[config.mk]
export PLATFORM = sky130hd
export DESIGN_NAME = hamming_decoder_11_7
export DESIGN_NICKNAME = d
export VERILOG_FILES = /design/src/rtl/hamming_decoder_11_7.sv
export SDC_FILE = /design/constraint.sdc
export NUM_CORES = 1
export LEC_CHECK = 0
export ABC_AREA = 1
export CORE_MARGIN = 5
export CORE_UTILIZATION = 38
export CTS_CLUSTER_DIAMETER = 50
export DETAILED_ROUTE_END_ITERATION = 8
export PLACE_DENSITY = 0.68
export SLEW_MARGIN = 20
export SYNTH_ARGS = -nofsm -noshare
export SYNTH_HDL_FRONTEND = slang
export SYNTH_SLANG_ARGS = --single-unit
export TNS_END_PERCENT = 50
[constraint.sdc]
create_clock -name i_Clk -period 1.1 [get_ports i_Clk]
set_input_delay 0.22 -clock i_Clk [delete_from_list [all_inputs] [get_ports i_Clk]]
set_output_delay 0.22 -clock i_Clk [all_outputs]
set_load 0.02 [all_outputs]
[src/rtl/hamming_decoder_11_7.sv]
//------------------------------------------------------------------------------
// Module   : hamming_decoder_11_7
// Brief    : Registered SECDED decoder for the 12-bit extended Hamming(11,7)
//            code, 1-cycle latency. Correction enabled by macro
//            HAMMING_DECODER_CORRECT_EN (undefined: detect-only).
// Revision : 1.0 - initial release
//------------------------------------------------------------------------------
`default_nettype none

module hamming_decoder_11_7 (
  input  logic        i_Clk,
  input  logic        i_Rst_n,
  input  logic        i_Valid,
  input  logic [11:0] i_CodeWord,
  output logic        o_Valid,
  output logic [4:0]  o_Syndrome,
  output logic [6:0]  o_DecodWord,
  output logic        o_ErrorC,
  output logic        o_ErrorD
);

  // Coverage masks over CW[10:0]: syndrome bit j covers positions with bit j set
  localparam logic [10:0] c_MASK_S0 = 11'h555;
  localparam logic [10:0] c_MASK_S1 = 11'h666;
  localparam logic [10:0] c_MASK_S2 = 11'h078;
  localparam logic [10:0] c_MASK_S3 = 11'h780;
  // Hamming position of each data bit, DW[0] in the low nibble
  localparam logic [27:0] c_DATA_POS = {4'd11, 4'd10, 4'd9, 4'd7, 4'd6, 4'd5, 4'd3};

  logic [4:0] w_syndrome;
  logic [3:0] w_pos;
  logic [6:0] w_raw;
  logic [6:0] w_flip;
  logic [6:0] w_data;
  logic       w_fix_en;
  logic       w_err_c;
  logic       w_err_d;

  logic       r_valid;
  logic [4:0] r_syndrome;
  logic [6:0] r_data;
  logic       r_err_c;
  logic       r_err_d;

  always_comb begin
    w_syndrome[0] = ^(i_CodeWord[10:0] & c_MASK_S0);
    w_syndrome[1] = ^(i_CodeWord[10:0] & c_MASK_S1);
    w_syndrome[2] = ^(i_CodeWord[10:0] & c_MASK_S2);
    w_syndrome[3] = ^(i_CodeWord[10:0] & c_MASK_S3);
    w_syndrome[4] = ^i_CodeWord;
  end

  assign w_pos = w_syndrome[3:0];
  assign w_raw = {i_CodeWord[10], i_CodeWord[9], i_CodeWord[8], i_CodeWord[6],
                  i_CodeWord[5], i_CodeWord[4], i_CodeWord[2]};

`ifdef HAMMING_DECODER_CORRECT_EN
  always_comb begin
    w_fix_en = 1'b0;
    w_err_c  = 1'b0;
    w_err_d  = 1'b0;
    if (w_syndrome[4]) begin
      // Odd overall parity: a single error, unless P points past position 11
      if (w_pos <= 4'd11) begin
        w_fix_en = 1'b1;
        w_err_c  = 1'b1;
      end else begin
        w_err_d = 1'b1;
      end
    end else if (w_pos != 4'd0) begin
      w_err_d = 1'b1;
    end
  end
`else
  assign w_fix_en = 1'b0;
  assign w_err_c  = 1'b0;
  assign w_err_d  = |w_syndrome;
`endif

  // Check-bit and overall-parity errors never reach the data, so only data positions matter
  always_comb begin
    w_flip = '0;
    for (int i = 0; i < 7; i++) begin
      w_flip[i] = w_fix_en && (w_pos == c_DATA_POS[4*i +: 4]);
    end
  end

  assign w_data = w_raw ^ w_flip;

  always_ff @(posedge i_Clk or negedge i_Rst_n) begin
    if (!i_Rst_n) begin
      r_valid    <= 1'b0;
      r_syndrome <= '0;
      r_data     <= '0;
      r_err_c    <= 1'b0;
      r_err_d    <= 1'b0;
    end else begin
      r_valid <= i_Valid;
      if (i_Valid) begin
        r_syndrome <= w_syndrome;
        r_data     <= w_data;
        r_err_c    <= w_err_c;
        r_err_d    <= w_err_d;
      end
    end
  end

  assign o_Valid     = r_valid;
  assign o_Syndrome  = r_syndrome;
  assign o_DecodWord = r_data;
  assign o_ErrorC    = r_err_c;
  assign o_ErrorD    = r_err_d;

endmodule

`default_nettype wire

## Yosys cells after proc, flatten, opt, wreduce, memory -nomap -nowiden

Index checks and enable logic that the tools add are counted.
Widths: inputs -> output; s select.

- Register bits after elaboration: 14
- Bits in latches: 0
- Bits in writable memories: 0
- Bits in read-only memories: 0
- Bits of input ports: 15
- Word-level logic and storage cells: 10
- Memories: 0

- Add/sub/neg operators: 0
- Multipliers: 0
- Div/mod/pow operators: 0
- Order comparisons: 0
- Equal/unequal tests: 0
- Shifts and indexed selects: 0
- Muxes and demuxes: 0
- Bitwise operators: 0
- Reduce and logical (&&, ||, !) cells: 6

Operators with widths:

| kind | count |
|---|---|
| $reduce_xor 11->1 | 4 |
| $reduce_xor 12->1 | 1 |
| $reduce_or 5->1 | 1 |

## Longest topological paths before layout

Gate-level depths: netlist of the first run.

- Word-level depth: 2
- Depth in mapped cells: 11
- Depth with buffers taken out: 11

## Least setup slack after synthesis of the first run

Ideal clock, no wire load.

- Kind: input to register
- Start: in i_CodeWord[5]
- End: reg r_err_d (netlist: o_ErrorD)
- Library setup time: 118 ps
- Arrival: 877 ps
- Required time: 982 ps
- Slack: 106 ps
- Stages on the path: 10
- Cells stage by stage: inv_1 -> nand2_1 -> nand2_1 -> inv_1 -> nand2_1 -> nand3_1 -> nor2_1 -> nand3_1 -> nand2_1 -> nand2_1

- Word-level cells in the longest chain between the ends: 2

Ends and longest elaborated chain:

| what | RTL line | text |
|---|---|---|
| from (decl) | 14 | `input logic [11:0] i_CodeWord,` |
| $reduce_xor 12->1, or another cell as far along | 50 | `w_syndrome[4] = ^i_CodeWord;` |
| $reduce_or 5->1 * | 77 | `assign w_err_d = \|w_syndrome;` |
| to (signal assigned) | 103 | `r_err_d <= w_err_d;` |
| to (decl) | 43 | `logic r_err_d;` |

Mark *: on every way between the ends. The rest lies on a longest branch, timed or not.
A chain may end at the register's enable or synchronous reset.

## Worst setup path in the final report of the first run

- Start: reg r_data[5] (netlist: o_DecodWord[5])
- End: out o_DecodWord[5]

RTL lines:

| what | RTL line | text |
|---|---|---|
| from (decl) | 41 | `logic [6:0] r_data;` |
| from (signal assigned) | 101 | `r_data <= w_data;` |
| to (decl) | 17 | `output logic [6:0] o_DecodWord,` |

No word-level cell between the ends.

==> impl_metrics.py, run 1 <==
metrics = {
    "pwr": {
        "total_power_mw": 1.39,
        "leakagePower_nw": 0.770,
        "p_per_area_nw_per_um2": 1060,
        "vdd_ir_drop_max_v": 0.000767,
    },
    "drt": {
        "routed_wl_mm": 2.25,
        "top_layer_used": "met4",
        "wl_met3_microns": 87,
        "via_count": 1021,
        "wl_met2_mm": 1.16,
        "drc": 0,
        "drt-met1-wl_microns": 981,
        "drt_iter0_drc": 32,
        "ant_nets": 0,
        "viasPerCell": 4.64,
        "drt-wirelength-per-cell_microns": 10.2,
        "drt_first_pass_iters": 4,
    },
    "grt": {
        "grt_max_degree": 20,
        "grt_pass1_wl_mm": 3.64,
        "overflow": 0,
        "antenna_found_initial": 0,
        "track_usage_pct": 13.4,
        "grt_pass1_vias": 926,
    },
    "worst_setup_path": {
        "critPathCaptureType": "primary output",
        "reg2reg_slack_ps": 250,
        "worstSetupPathType": "flop to primary output",
        "path_cells": "buf_2",
        "cp_slowest_cell": "dfrtp_1",
        "critPathRequiredTime_ps": 880,
        "worstPathMaxFanout": 2,
        "cpLargestDelayFamily": "flip-flops",
        "cp-start-kind": "flop",
        "max_stage_delay_ps": 380,
        "critPathBufInv": 1,
        "arrival_ps": 820,
    },
    "cts": {
        "root_buffer": "clkbuf_4",
        "tritoncts": "built",
        "numCtsBuffers": 3,
        "htree_levels": 1,
        "clockBufferDepth": 2,
        "insertion_delay_ps": 260,
        "cts.sinks": 14,
        "cts.clk_slew.worst_paths_ps": 80,
    },
    "floorplan": {
        "die_area_sq_um": 3460,
        "pin_count": 30,
        "initial_core_util_pct": 40.2,
        "rows": 17,
        "core_area_sq_um": 2250,
        "die_w_microns": 58.8,
        "die_h_microns": 58.8,
    },
    "logic_synthesis": {
        "yosys-top-cells-count": "nand2_1, inv_1, dfrtp_1, nand3_1, o21ai_0",
        "synth-edff-count": 0,
        "yosys_most_used_dff": "dfrtp_1",
        "synth.most_common_cell": "nand2_1",
        "netlist_top_cells_area": "dfrtp_1, nand2_1, inv_1",
        "syn-instance-count": 145,
        "synth_top_cell_by_area": "dfrtp_1",
        "yosys_warnings": 0,
        "synth_top_area_share_pct": 38.7,
        "synth_area_per_cell_sq_um": 6.25,
        "yosysSeqAreaShare_pct": 38.7,
        "ys_ff_latch": 14,
        "synth.distinct_cells": 17,
        "synth.cell_area_sq_um": 906,
        "syn-num-nets": 160,
        "async_reset_ff_share_pct": 100,
    },
    "min_path": {
        "min_path_type": "input port to flop",
    },
    "flow_run": {
        "drv_cap": 0,
    },
    "sta": {
        "timing.fmax_mhz": 963,
        "rsz0062_at_grt": "true",
        "whs_ps": 187,
        "finalSetupTns_ps": 0,
        "hold_viol": 0,
        "setup_violations": 0,
        "slew_viol_final": 0,
        "fin_crit_ps": 1040,
        "period_share_pct": 94.4,
        "fin_worst_skew_ps": 0,
    },
    "cells_and_area": {
        "nNetsFinal": 209,
        "drive_gt1_share_pct": 31.3,
        "n_antenna_cell": 0,
        "fillers": 237,
        "synthToLayoutAreaGrowth_pct": 44.3,
        "final_core_util_pct": 58.0,
    },
    "place": {
        "gp_routability_congestion": 0.797,
        "hpwlAfterDp_mm": 1.92,
        "io_buffers": 28,
    },
    "run_status": {
        "outcome": "finished, final reports clean",
    },
}
kinds of logic after synthesis:
group | share of synthesized area [%]
and+or+nand+nor | 41.9
buffers and inverters | 8.70
DFF | 38.7
AOI/OAI and AO/OA | 6.49
xor gates and xnor gates | 3.87
other | 0.414
routing by layer:
layer  vias up  track usage [%]
li1        542                -
met4         0             6.47
met2        19             23.3
met3         2            0.877
met5         -                0
met1       458             16.5
timing repair:
action,CTS,global route
pin swaps,3,5
setup endpoints to repair,20,5
resized for setup,74,25
hold buffers,0,0
setup buffers,0,1
sequential cells by signal (all words and copies together), names as in the netlist:
register / cells
o_ErrorD: 1
o_Syndrome: 5
o_Valid: 1
o_DecodWord: 7
path summary, 6_finish.rpt:
path                                start             end  depth (start not counted)
min reg2reg                 o_Syndrome[2]   o_Syndrome[2]                          1
max in group asynchronous         i_Rst_n  o_DecodWord[6]                          2
min in group asynchronous         i_Rst_n  o_DecodWord[4]                          2
min                               i_Valid         o_Valid                          1
max                        o_DecodWord[5]  o_DecodWord[5]                          1
max reg2reg                      o_ErrorD        o_ErrorD                          3
cells in the final DEF, fill, tap and decap left out:
cell type	n
o21ai_0	9
xor2_1	2
buf_4	18
or2_2	1
dfrtp_1	14
clkdlybuf4s50_1	1
clkbuf_4	3
inv_4	1
conb_1	1
xor2_2	1
inv_1	8
inv_2	9
clkdlybuf4s15_1	2
buf_2	15
nand3b_1	1
xnor2_1	1
o21a_1	1
a31oi_1	1
nand2_2	7
nand2_1	73
clkbuf_2	3
nand3_1	9
dlygate4sd2_1	6
nor2_1	2
dlymetal6s2s_1	1
nand3_2	2
area by class of cell:
class | count | area, sq um | share of cell area, %
inverter | 18 | 70.1 | 5.36
clock buffer | 3 | 22.5 | 1.72
sequential | 14 | 350 | 26.8
tap | 28 | 35.0 | 2.68
multi-input combinational | 111 | 509 | 38.9
timing repair buffer | 46 | 320 | 24.5
per-stage QoR:
stage	cell area, sq um	setup WS (ps)	cells
after floorplan	906	106	145
after global placement	1340	-545	216
after detailed placement	1340	-567	216
after CTS	1300	-7.90	219
after global routing	1310	-5.56	220
final	1310	61.8	220
power breakdown:
group	internal [mW]	switching [mW]	total [mW]
clock	0.127	0.146	0.272
combinational	0.212	0.309	0.521
sequential	0.570	0.0247	0.595
total	0.908	0.479	1.39
Note: power is estimated with default switching activity, not from simulation.
==> inputs of run 2 (changes only) <==
--- a/config.mk
+++ b/config.mk
@@ -5,12 +5,11 @@
 export SDC_FILE = /design/constraint.sdc
 export NUM_CORES = 1
 export LEC_CHECK = 0
-export ABC_AREA = 1
 export CORE_MARGIN = 5
 export CORE_UTILIZATION = 38
 export CTS_CLUSTER_DIAMETER = 50
 export DETAILED_ROUTE_END_ITERATION = 8
-export PLACE_DENSITY = 0.68
+export PLACE_DENSITY = 0.72
 export SLEW_MARGIN = 20
 export SYNTH_ARGS = -nofsm -noshare
 export SYNTH_HDL_FRONTEND = slang
==> impl_metrics.py, run 2 <==
metrics = {
    "logic_synthesis": {
        "synth.cell_area_sq_um": 743,
        "async_reset_ff_share_pct": 100,
        "yosys_most_used_dff": "dfrtp_1",
        "netlist_top_cells_area": "dfrtp_1, xnor2_1, mux2_2",
        "synth_top_area_share_pct": 47.1,
        "syn-num-nets": 72,
        "synth.most_common_cell": "dfrtp_1",
        "yosys-top-cells-count": "dfrtp_1, xnor2_1, mux2_2, nor2_1, a21oi_1",
        "syn-instance-count": 57,
        "synth-edff-count": 0,
        "ys_ff_latch": 14,
        "synth.distinct_cells": 18,
        "synth_area_per_cell_sq_um": 13.0,
        "synth_top_cell_by_area": "dfrtp_1",
        "yosys_warnings": 0,
        "yosysSeqAreaShare_pct": 47.1,
    },
    "cts": {
        "htree_levels": 1,
        "clockBufferDepth": 2,
        "cts_hold_buffers": 0,
        "insertion_delay_ps": 280,
        "cts.sinks": 14,
        "numCtsBuffers": 3,
        "root_buffer": "clkbuf_4",
        "tritoncts": "built",
        "cts.clk_slew.worst_paths_ps": 90,
    },
    "flow_run": {
        "drv_cap": 0,
    },
    "worst_setup_path": {
        "cp-start-kind": "input port",
        "critPathCaptureType": "flop",
        "rr_worst_depth": 1,
        "reg2reg_slack_ps": 290,
        "worstPathMaxFanout": 2,
        "critPathRequiredTime_ps": 1260,
        "worstSetupPathType": "input port to flop",
        "rr_endpoint": "o_DecodWord[5]",
        "arrival_ps": 1380,
        "crit_end": "o_Syndrome[4]",
        "crit_path_start": "i_CodeWord[10]",
        "r2r-start": "o_DecodWord[5]",
    },
    "grt": {
        "grt_pass1_vias": 656,
        "grt.met2_usage_pct": 22.3,
        "antenna_found_initial": 0,
        "grt_pass1_wl_mm": 2.72,
        "track_usage_pct": 13.2,
        "gr-max-usage-layer": "met2",
        "grt_util_met3_pct": 4.09,
        "grt_use_met1_pct": 15.7,
        "overflow": 0,
        "grt_max_degree": 15,
    },
    "run_status": {
        "outcome": "finished, violations left",
        "violations": "setup timing",
    },
    "cells_and_area": {
        "final_core_util_pct": 67.1,
        "final_cell_mix": "buf_4, buf_2, dfrtp_1, buf_6",
        "synthToLayoutAreaGrowth_pct": 73.6,
        "nNetsFinal": 129,
        "drive_gt1_share_pct": 66.1,
        "final_common_cell": "buf_4",
        "layoutNonFillerInstCount": 139,
        "largest_reg_flops": 7,
        "n_antenna_cell": 0,
    },
    "sta": {
        "rsz0062_at_grt": "true",
        "finalSetupTns_ps": -196,
        "setup_violations": 2,
        "timing.fmax_mhz": 820,
        "fin_crit_ps": 1220,
        "slew_viol_final": 0,
        "fin_ws_ps": -120,
        "hold_viol": 0,
        "period_share_pct": 111,
        "fin_worst_skew_ps": 0,
    },
    "place": {
        "gp_routability_congestion": 0.737,
        "pre_cts_ws_ps": -815,
        "hpwlAfterDp_mm": 1.24,
        "io_buffers": 28,
        "dp.cells": 131,
    },
    "drt": {
        "ant_nets": 0,
        "drt_first_pass_iters": 3,
        "routed_wl_mm": 1.79,
        "drt_iter0_drc": 15,
        "drt-wirelength-per-cell_microns": 12.8,
        "viasPerCell": 4.32,
        "drc": 0,
        "via_count": 600,
    },
    "floorplan": {
        "die_area_sq_um": 2940,
        "rows": 16,
        "die_h_microns": 54.2,
        "die_w_microns": 54.2,
        "core_area_sq_um": 1920,
        "pin_count": 30,
        "initial_core_util_pct": 38.7,
    },
    "pwr": {
        "total_power_mw": 1.74,
        "vdd_ir_drop_max_v": 0.000861,
        "p_per_area_nw_per_um2": 1350,
        "leakagePower_nw": 0.615,
    },
    "min_path": {
        "min_path_type": "input port to flop",
    },
}
## run 2: layout make-up
class	count	area (sq um)
clock buffer	3	22.5
sequential	14	350
tap	27	33.8
fill	166	632
multi-input combinational	39	458
inverter	1	3.75
timing repair buffer	55	422
## run 2: metrics by stage
stage	hold WS [ps]	area, sq um
6_report	208	1290
3_3_place_gp	492	1230
3_5_place_dp	506	1230
5_1_grt	199	1290
2_1_floorplan	-75.6	751
4_1_cts	220	1230
## run 2: where the power goes
part           leakage (nW)  switching, mW  internal (mW)
clock network        0.0138          0.164          0.127
logic                 0.442          0.346          0.463
registers             0.159         0.0420          0.596
total                 0.615          0.552           1.19
## run 2: logic make-up after synthesis
logic type	count (synthesis)	share of synthesized area [%]
compound gates	4	3.20
xor+xnor	18	29.5
buf+inv	4	2.52
simple gates	8	4.55
flops	14	47.1
mux	8	12.6
other cells	1	0.505
## run 2: worst min-delay path by stage
stage                      to  depth (start not counted)  slack (ps)           start
6_report       o_DecodWord[5]                          2         210   i_CodeWord[9]
5_1_grt        o_DecodWord[5]                          2         200   i_CodeWord[9]
4_1_cts        o_DecodWord[5]                          2         220   i_CodeWord[9]
3_5_place_dp   o_DecodWord[1]                          1         510  o_DecodWord[1]
3_3_place_gp   o_DecodWord[5]                          1         490  o_DecodWord[5]
2_1_floorplan  o_DecodWord[0]                          0         -80         i_Rst_n
## run 2: metal layers
metal,routed length [microns],up-vias
met4,6,0
met2,932,20
met5,0,-
met1,749,281
li1,-,297
met3,99,2
## run 2: repair_timing
item	in CTS	in global routing
setup endpoints to repair	20	3
setup buffers	4	1
gates resized for setup	111	15
pin swaps	11	6
## run 2: worst max-delay path: stages
cell	delay [ps]
buf_6	100
xnor2_2	190
buf_4	170
xnor2_4	120
xnor3_1	320
mux2_4	260
